==> config.mk <==
export PLATFORM = sky130hd
export DESIGN_NAME = uart_wrapper
export DESIGN_NICKNAME = d
export VERILOG_FILES = /design/src/rtl/quad_pkg.sv /design/src/rtl/UART.sv /design/src/rtl/uart_wrapper.sv
export SDC_FILE = /design/constraint.sdc
export NUM_CORES = 1
export LEC_CHECK = 0
export ABC_CLOCK_PERIOD_IN_PS = 4190
export BUFFER_PORTS_ARGS = -buffer_cell sky130_fd_sc_hd__buf_2
export CORE_ASPECT_RATIO = 1.75
export CORE_MARGIN = 2
export CORE_UTILIZATION = 54
export CTS_BUF_LIST = sky130_fd_sc_hd__clkbuf_4
export CTS_CLUSTER_SIZE = 40
export DETAILED_ROUTE_END_ITERATION = 8
export HOLD_SLACK_MARGIN = 0.03
export PLACE_DENSITY = 0.71
export SLEW_MARGIN = 20
export SYNTH_ARGS = -nofsm -noshare
export SYNTH_HDL_FRONTEND = slang
export SYNTH_SLANG_ARGS = --single-unit
==> constraint.sdc <==
create_clock -name clk -period 4.19 [get_ports clk]
set_clock_uncertainty 0.05 [all_clocks]
set_input_delay 0.419 -clock clk [delete_from_list [all_inputs] [get_ports clk]]
set_output_delay 0.419 -clock clk [all_outputs]
set_load 0.01 [all_outputs]
==> src/rtl/quad_pkg.sv <==
// Definitions shared by the remote-command path: frame states, the
// positive-acknowledge byte and the default bit period.
package quad_pkg;

  typedef enum logic [1:0] {
    CMD,
    DHI,
    DLO
  } frame_state_t;

  localparam logic [7:0]  POS_ACK          = 8'hA5;
  localparam int unsigned DEFAULT_BAUD_DIV = 2604;

endpackage

==> src/rtl/UART.sv <==
// 8N1 UART: independent receiver and transmitter, each paced by its own
// counter of BAUD_DIV clocks per bit.
module UART
  import quad_pkg::*;
#(
  parameter int unsigned BAUD_DIV = DEFAULT_BAUD_DIV
) (
  input  logic       clk,
  input  logic       rst_n,
  input  logic       RX,
  output logic       TX,
  output logic       rx_rdy,
  input  logic       clr_rx_rdy,
  output logic [7:0] rx_data,
  input  logic       trmt,
  input  logic [7:0] tx_data,
  output logic       tx_done
);

  localparam int unsigned    CW         = $clog2(BAUD_DIV * 2);
  localparam logic [CW-1:0]  START_LOAD = CW'(BAUD_DIV + BAUD_DIV / 2 - 1);
  localparam logic [CW-1:0]  BIT_LOAD   = CW'(BAUD_DIV - 1);

  logic          rx_ff1, rx_ff2, rx_prev;
  logic          rx_busy;
  logic [CW-1:0] rx_baud;
  logic [3:0]    rx_bits;
  logic [8:0]    rx_shift;

  logic [9:0]    tx_shift;
  logic          tx_busy;
  logic [CW-1:0] tx_baud;
  logic [3:0]    tx_bits;

  assign rx_data = rx_shift[7:0];
  assign TX      = tx_shift[0];

  // The ninth sample is the stop bit; it shifts in above the data byte.
  always_ff @(posedge clk or negedge rst_n) begin
    if (!rst_n) begin
      rx_ff1   <= 1'b1;
      rx_ff2   <= 1'b1;
      rx_prev  <= 1'b1;
      rx_busy  <= 1'b0;
      rx_baud  <= '0;
      rx_bits  <= '0;
      rx_shift <= '0;
      rx_rdy   <= 1'b0;
    end else begin
      rx_ff1  <= RX;
      rx_ff2  <= rx_ff1;
      rx_prev <= rx_ff2;
      if (clr_rx_rdy) rx_rdy <= 1'b0;
      if (!rx_busy) begin
        if (rx_prev && !rx_ff2) begin
          rx_busy <= 1'b1;
          rx_baud <= START_LOAD;
          rx_bits <= '0;
        end
      end else if (rx_baud == '0) begin
        rx_shift <= {rx_ff2, rx_shift[8:1]};
        rx_baud  <= BIT_LOAD;
        if (rx_bits == 4'd8) begin
          rx_busy <= 1'b0;
          rx_rdy  <= 1'b1;
        end else begin
          rx_bits <= rx_bits + 4'd1;
        end
      end else begin
        rx_baud <= rx_baud - 1'b1;
      end
    end
  end

  // Ones shift in behind the frame so TX idles high once the stop bit has gone.
  always_ff @(posedge clk or negedge rst_n) begin
    if (!rst_n) begin
      tx_shift <= '1;
      tx_busy  <= 1'b0;
      tx_baud  <= '0;
      tx_bits  <= '0;
      tx_done  <= 1'b0;
    end else begin
      tx_done <= 1'b0;
      if (!tx_busy) begin
        if (trmt) begin
          tx_shift <= {1'b1, tx_data, 1'b0};
          tx_busy  <= 1'b1;
          tx_baud  <= BIT_LOAD;
          tx_bits  <= '0;
        end
      end else if (tx_baud == '0) begin
        tx_shift <= {1'b1, tx_shift[9:1]};
        tx_baud  <= BIT_LOAD;
        if (tx_bits == 4'd9) begin
          tx_busy <= 1'b0;
          tx_done <= 1'b1;
        end else begin
          tx_bits <= tx_bits + 4'd1;
        end
      end else begin
        tx_baud <= tx_baud - 1'b1;
      end
    end
  end

endmodule

==> src/rtl/uart_wrapper.sv <==
// Assembles 3-byte command frames from the UART for cmd_cfg and sends
// single-byte responses on request.
module uart_wrapper
  import quad_pkg::*;
#(
  parameter int unsigned BAUD_DIV = DEFAULT_BAUD_DIV
) (
  input  logic        clk,
  input  logic        rst_n,
  input  logic        RX,
  output logic        TX,
  input  logic        clr_cmd_rdy,
  input  logic        send_resp,
  input  logic [7:0]  resp,
  output logic        cmd_rdy,
  output logic [7:0]  cmd,
  output logic [15:0] data,
  output logic        resp_sent
);

  frame_state_t state;
  logic         rx_rdy;
  logic [7:0]   rx_data;

  // rx_rdy is acknowledged on the cycle after it rises, making it a pulse.
  UART #(.BAUD_DIV(BAUD_DIV)) u_uart (
    .clk        (clk),
    .rst_n      (rst_n),
    .RX         (RX),
    .TX         (TX),
    .rx_rdy     (rx_rdy),
    .clr_rx_rdy (rx_rdy),
    .rx_data    (rx_data),
    .trmt       (send_resp),
    .tx_data    (resp),
    .tx_done    (resp_sent)
  );

  // The DLO capture is written last so it overrides a same-cycle clear.
  always_ff @(posedge clk or negedge rst_n) begin
    if (!rst_n) begin
      state   <= CMD;
      cmd     <= '0;
      data    <= '0;
      cmd_rdy <= 1'b0;
    end else begin
      if (clr_cmd_rdy) cmd_rdy <= 1'b0;
      if (rx_rdy) begin
        case (state)
          CMD: begin
            cmd     <= rx_data;
            cmd_rdy <= 1'b0;
            state   <= DHI;
          end
          DHI: begin
            data[15:8] <= rx_data;
            state      <= DLO;
          end
          DLO: begin
            data[7:0] <= rx_data;
            cmd_rdy   <= 1'b1;
            state     <= CMD;
          end
          default: state <= CMD;
        endcase
      end
    end
  end

endmodule

### Word level (Yosys, flattened, before mapping)

Cells that the tools add are included.

* $add $sub $neg: 4
* multiplexer cells: 35
* reductions and logical operators: 14
* equal/unequal tests: 8

Operators with widths (number)
* $mux W13: 6
* $mux W4: 8
* $mux W10: 3
* $logic_not A13 Y1: 2
* $sub A13 B1 Y13 const B: 2
* $mux W1: 16
* $reduce_and A2 Y1: 5
* $add A4 B1 Y4 const B: 2
* $eq A4 B4 Y1 const B: 2
* $ne A2 B2 Y1 const B: 4
* $reduce_and A3 Y1: 2
* $pmux W2 S2: 1
* $reduce_bool A2 Y1: 2
* $eq A2 B1 Y1 const B: 1
* $eq A2 B2 Y1 const B: 1
* $logic_not A2 Y1: 1
* $pmux W1 S2: 1
* $logic_and A1 B1 Y1: 1
* $logic_not A1 Y1: 1

* logic and storage cells: 79
* bits of input ports: 13
* register bits: 87
* output and inout port bits: 27

### Longest topological paths before layout

* depth in word-level cells: 4
* depth in mapped cells: 8

### Modules after synthesis

A second synthesis with hierarchy kept.

* cell total of the unflattened synthesis: 366
* area, all modules: 4166.5 sq um

Modules (own cells, without submodules)
* UART: cells an instance 305, area an instance 3141.8 sq um, instances 1, sequential area each 1491.4 sq um
* uart_wrapper: cells an instance 61, area an instance 1024.7 sq um, instances 1, sequential area each 675.6 sq um

### Worst setup path before layout

OpenSTA, ideal clock, no wires.

* kind: register to register
* start point: reg u_uart.rx_baud[0]
* end point: reg u_uart.rx_shift[1]
* arrival: 1620 ps
* slack: 2395 ps
* clock period less this slack: 1795 ps
* data required time: 4015 ps
* buffers on the path: 2
* cell stages (with the launch flop): 8
* setup time: 125 ps
* cells stage by stage: dfrtp_1 -> inv_1 -> ha_1 -> nor4b_2 -> and4_1 -> buf_4 -> buf_8 -> mux2_2

* longest elaborated chain between the ends: 2

RTL lines
* start, declared: line UART.sv:26 `logic [CW-1:0] rx_baud;`
* start signal, assigned: line UART.sv:70 `rx_baud <= rx_baud - 1'b1;`
* $logic_not A13 Y1: line UART.sv:60 `end else if (rx_baud == '0) begin`
* $reduce_and A2 Y1 (no source line)
* end signal, assigned: line UART.sv:61 `rx_shift <= {rx_ff2, rx_shift[8:1]};`
* end, declared: line UART.sv:28 `logic [8:0] rx_shift;`

No other way between the ends.
A chain may end at the register's enable or synchronous reset.

### Final worst setup path

* start point: reg u_uart.rx_baud[0]
* end point: reg u_uart.rx_bits[1]

* longest elaborated chain between the ends: 3

RTL lines
* $logic_not A13 Y1: line UART.sv:60
* $ne A2 B2 Y1 (no source line)
* $reduce_and A3 Y1 (no source line)
* end signal, assigned: line UART.sv:67 `rx_bits <= rx_bits + 4'd1;`
* end, declared: line UART.sv:27 `logic [3:0] rx_bits;`

No other way between the ends.

==> flow_metrics.py <==
metrics = {
    "cts": {
        "clock_latency_ps": 430,
        "post_cts_buffers": 0,
        "cts_root_buf": "clkbuf_4",
        "cts.htree.levels": 3,
        "clockBufferDepth": 2,
        "cts_buffers": 9,
        "cts_tree": "built",
        "cts_hold_buffers": 1,
        "clk_pin_slew_worst_paths_ps": 130,
        "cts.sinks": 86,
        "ctsResizeCount": 0,
    },
    "floorplan": {
        "die_area_um2": 8358,
        "chipHeight_um": 119.5,
        "fp.dieW_um": 69.97,
        "ioPinCount": 40,
        "core_um2": 7462,
        "start_util_pct": 55.11,
        "std_cell_rows": 42,
    },
    "critical_path": {
        "r2r_cells": 6,
        "regToRegSetupSlack_ps": 1920,
        "cp_data_arrival_time_ps": 2540,
        "path_class": "flop to flop",
        "slowest_stage": "and4_1",
        "crit_required_ps": 4460,
        "cp_max_fo": 15,
        "endpoint_kind": "flop",
        "startpoint_type": "flop",
        "max_stage_delay_ps": 640,
        "r2r_start": "u_uart.rx_baud[0]",
        "path_cells": "inv_1, ha_1, nor4b_2, and4_1, nor2_1, a211o_1",
        "rr_endpoint": "u_uart.rx_bits[1]",
    },
    "timing": {
        "finalHoldViolations": 0,
        "hold_ws_ps": 211.2,
        "max_freq_mhz": 440.6,
        "fin_ws_ps": 1921,
        "relSlewSlack_pct": 46.75,
        "setup_viol": 0,
        "post-route-period-util_pct": 54.16,
        "tns_ps": 0,
        "min_period_ps": 2269,
        "tightest_slew_ps": 794.4,
        "maxSlewViolCount": 0,
        "rsz0062_at_grt": "no",
    },
    "routing": {
        "vias": 2818,
        "drc": 0,
        "drt-initial-drc-count": 90,
        "wl_met2_mm": 4.445,
        "antenna_left": 0,
        "dr_wl_met3_um": 187,
        "drt_wl_total_mm": 7.925,
        "avgViaCountPerCell": 5.786,
        "dr.pass1.iters": 4,
        "maxUsedRoutingLayer": "met4",
        "wl_per_cell_um": 16.27,
        "met1_length_mm": 3.134,
    },
    "placed_design": {
        "place.port_buffers": 39,
        "dp_cells": 468,
        "place.gp.congestion": 0.8525,
        "hpwl_mm": 5.661,
        "dp_slack_ps": 1922,
    },
    "grt": {
        "grt_antenna_before_repair": 1,
        "overflow": 0,
        "grt_max_degree": 87,
        "grt_pass1_wl_mm": 13.52,
        "grt_use_total_pct": 20.55,
        "grt_pass1_vias": 2910,
    },
    "logic_synthesis": {
        "synth_top_cell_area_share_pct": 45.03,
        "yosysSeqAreaShare_pct": 52.69,
        "synthesis.area_um2": 4113,
        "syn-instance-count": 349,
        "synth-main-ff-cell": "dfrtp_1",
        "ys.warnings.count": 0,
        "synthTopCellsByArea": "dfrtp_1, mux2_2, dfstp_2",
        "synth_top_area_cell": "dfrtp_1",
        "ys_types": 64,
        "avgSynthCellArea_um2": 11.78,
        "synth_common_cells": "dfrtp_1, mux2_2, nand2_1",
        "async_reset_ff_share_pct": 100.0,
        "synth_most_common_cell": "dfrtp_1",
        "syn_nets": 370,
        "synth_edf_count": 0,
        "ys_ff_latch": 86,
    },
    "worst_hold_path": {
        "min_from": "clr_cmd_rdy",
        "holdPathStages": 3,
        "hp-class": "primary input to flop",
        "min_to": "cmd_rdy",
    },
    "power": {
        "p_sw_mw": 0.6518,
        "leakage_nw": 2.144,
        "switching_share_pct": 32.70,
        "p_clk_share_pct": 23.6,
        "internal-power_mw": 1.342,
        "peakVddDrop_mv": 0.2798,
        "power_density_nw_per_um2": 440.1,
        "combPwrFrac_pct": 19.2,
        "power.share.sequential_pct": 57.2,
    },
    "layout": {
        "final_cells": 487,
        "n_fill_cell": 620,
        "final_nets": 414,
        "area_delta_synth_final_pct": 10.13,
        "drive_gt1_share_pct": 33.42,
    },
    "status": {
        "outcome": "finished clean",
    },
    "job": {
        "cap_violations": 0,
    },
}
stage by stage:
| stage | total power, mW | utilization, % | area (um2) |
|---|---|---|---|
| after floorplan | 1.429 | - | 4113 |
| after global placement | 1.520 | 58.45 | 4362 |
| after detailed placement | 1.536 | 58.45 | 4362 |
| after CTS | 2.018 | 60.48 | 4513 |
| after global routing | 2.129 | 60.70 | 4529 |
| final | 1.993 | 60.70 | 4529 |
cell type report:
type	instances	area [um2]	area share, %
sequential	86	2167	47.85
clock inverter	5	58.81	1.298
multi-input combinational	243	1842	40.66
antenna	1	2.502	0.05525
clock buffer	11	82.58	1.823
inverter	12	45.04	0.9945
tap	88	110.1	2.431
timing repair buffer	41	221.5	4.889
worst max-delay path by stage:
| stage | startpoint | cells past startpoint | to |
|---|---|---|---|
| 2_1_floorplan | u_uart.rx_baud[0] | 7 | u_uart.rx_shift[1] |
| 3_3_place_gp | u_uart.rx_baud[0] | 6 | u_uart.rx_bits[1] |
| 3_5_place_dp | u_uart.rx_baud[0] | 6 | u_uart.rx_bits[1] |
| 4_1_cts | u_uart.rx_baud[0] | 6 | u_uart.rx_bits[1] |
| 5_1_grt | u_uart.rx_baud[0] | 6 | u_uart.rx_bits[1] |
| 6_report | u_uart.rx_baud[0] | 6 | u_uart.rx_bits[1] |
kinds of logic after synthesis:
group	synth area share, %
and+or+nand+nor	17.40
DFF	52.69
AOI/OAI and AO/OA	9.127
muxes	14.12
buffers and inverters	2.525
xor gates and xnor gates	1.704
adders and majority gates	2.434
state kept, by name (all words and copies together), names as in the netlist:
signal           cells
cmd                  8
cmd_rdy              1
data                16
state                2
u_uart.rx_baud      13
u_uart.rx_bits       4
u_uart.rx_busy       1
u_uart.rx_ff1        1
u_uart.rx_ff2        1
u_uart.rx_prev       1
u_uart.rx_rdy        1
u_uart.rx_shift      9
u_uart.tx_baud      13
u_uart.tx_bits       4
u_uart.tx_busy       1
u_uart.tx_done       1
u_uart.tx_shift      9
power groups by stage:
stage               Combinational (mW)  Sequential [mW]  Clock (mW)
finish                           0.383             1.14       0.471
global route                     0.440             1.16       0.526
CTS                              0.386             1.14       0.492
detailed placement               0.384             1.15           0
global placement                 0.373             1.15           0
floorplan                        0.332             1.10           0
placed cells by master, fill, tap and decap left out, drive strengths merged, types with 8 or more instances in the layout:
cell type and n:
dfrtp 74, mux2 48, buf 39, nand2 33
nor2 20, o21ai 16, inv 13, a21oi 12
dfstp 12, clkbuf 11, nand3 10, nor3 10
ha 8
worst max-delay path: cells and delay by family, from the launching register on:
family / cells / cell delay, ps
buffers and inverters: 1 / 130
DFF: 1 / 420
adders and majority gates: 1 / 150
AOI/OAI and AO/OA: 1 / 320
and+or+nand+nor: 3 / 1090
routing by layer:
| layer | global-route usage [%] | vias up |
|---|---|---|
| met4 | 9.255 | 0 |
| met3 | 4.230 | 11 |
| met2 | 36.49 | 32 |
| met1 | 23.42 | 1422 |
| li1 | - | 1353 |
| met5 | 0 | - |
(Power assumes the default switching activity.)
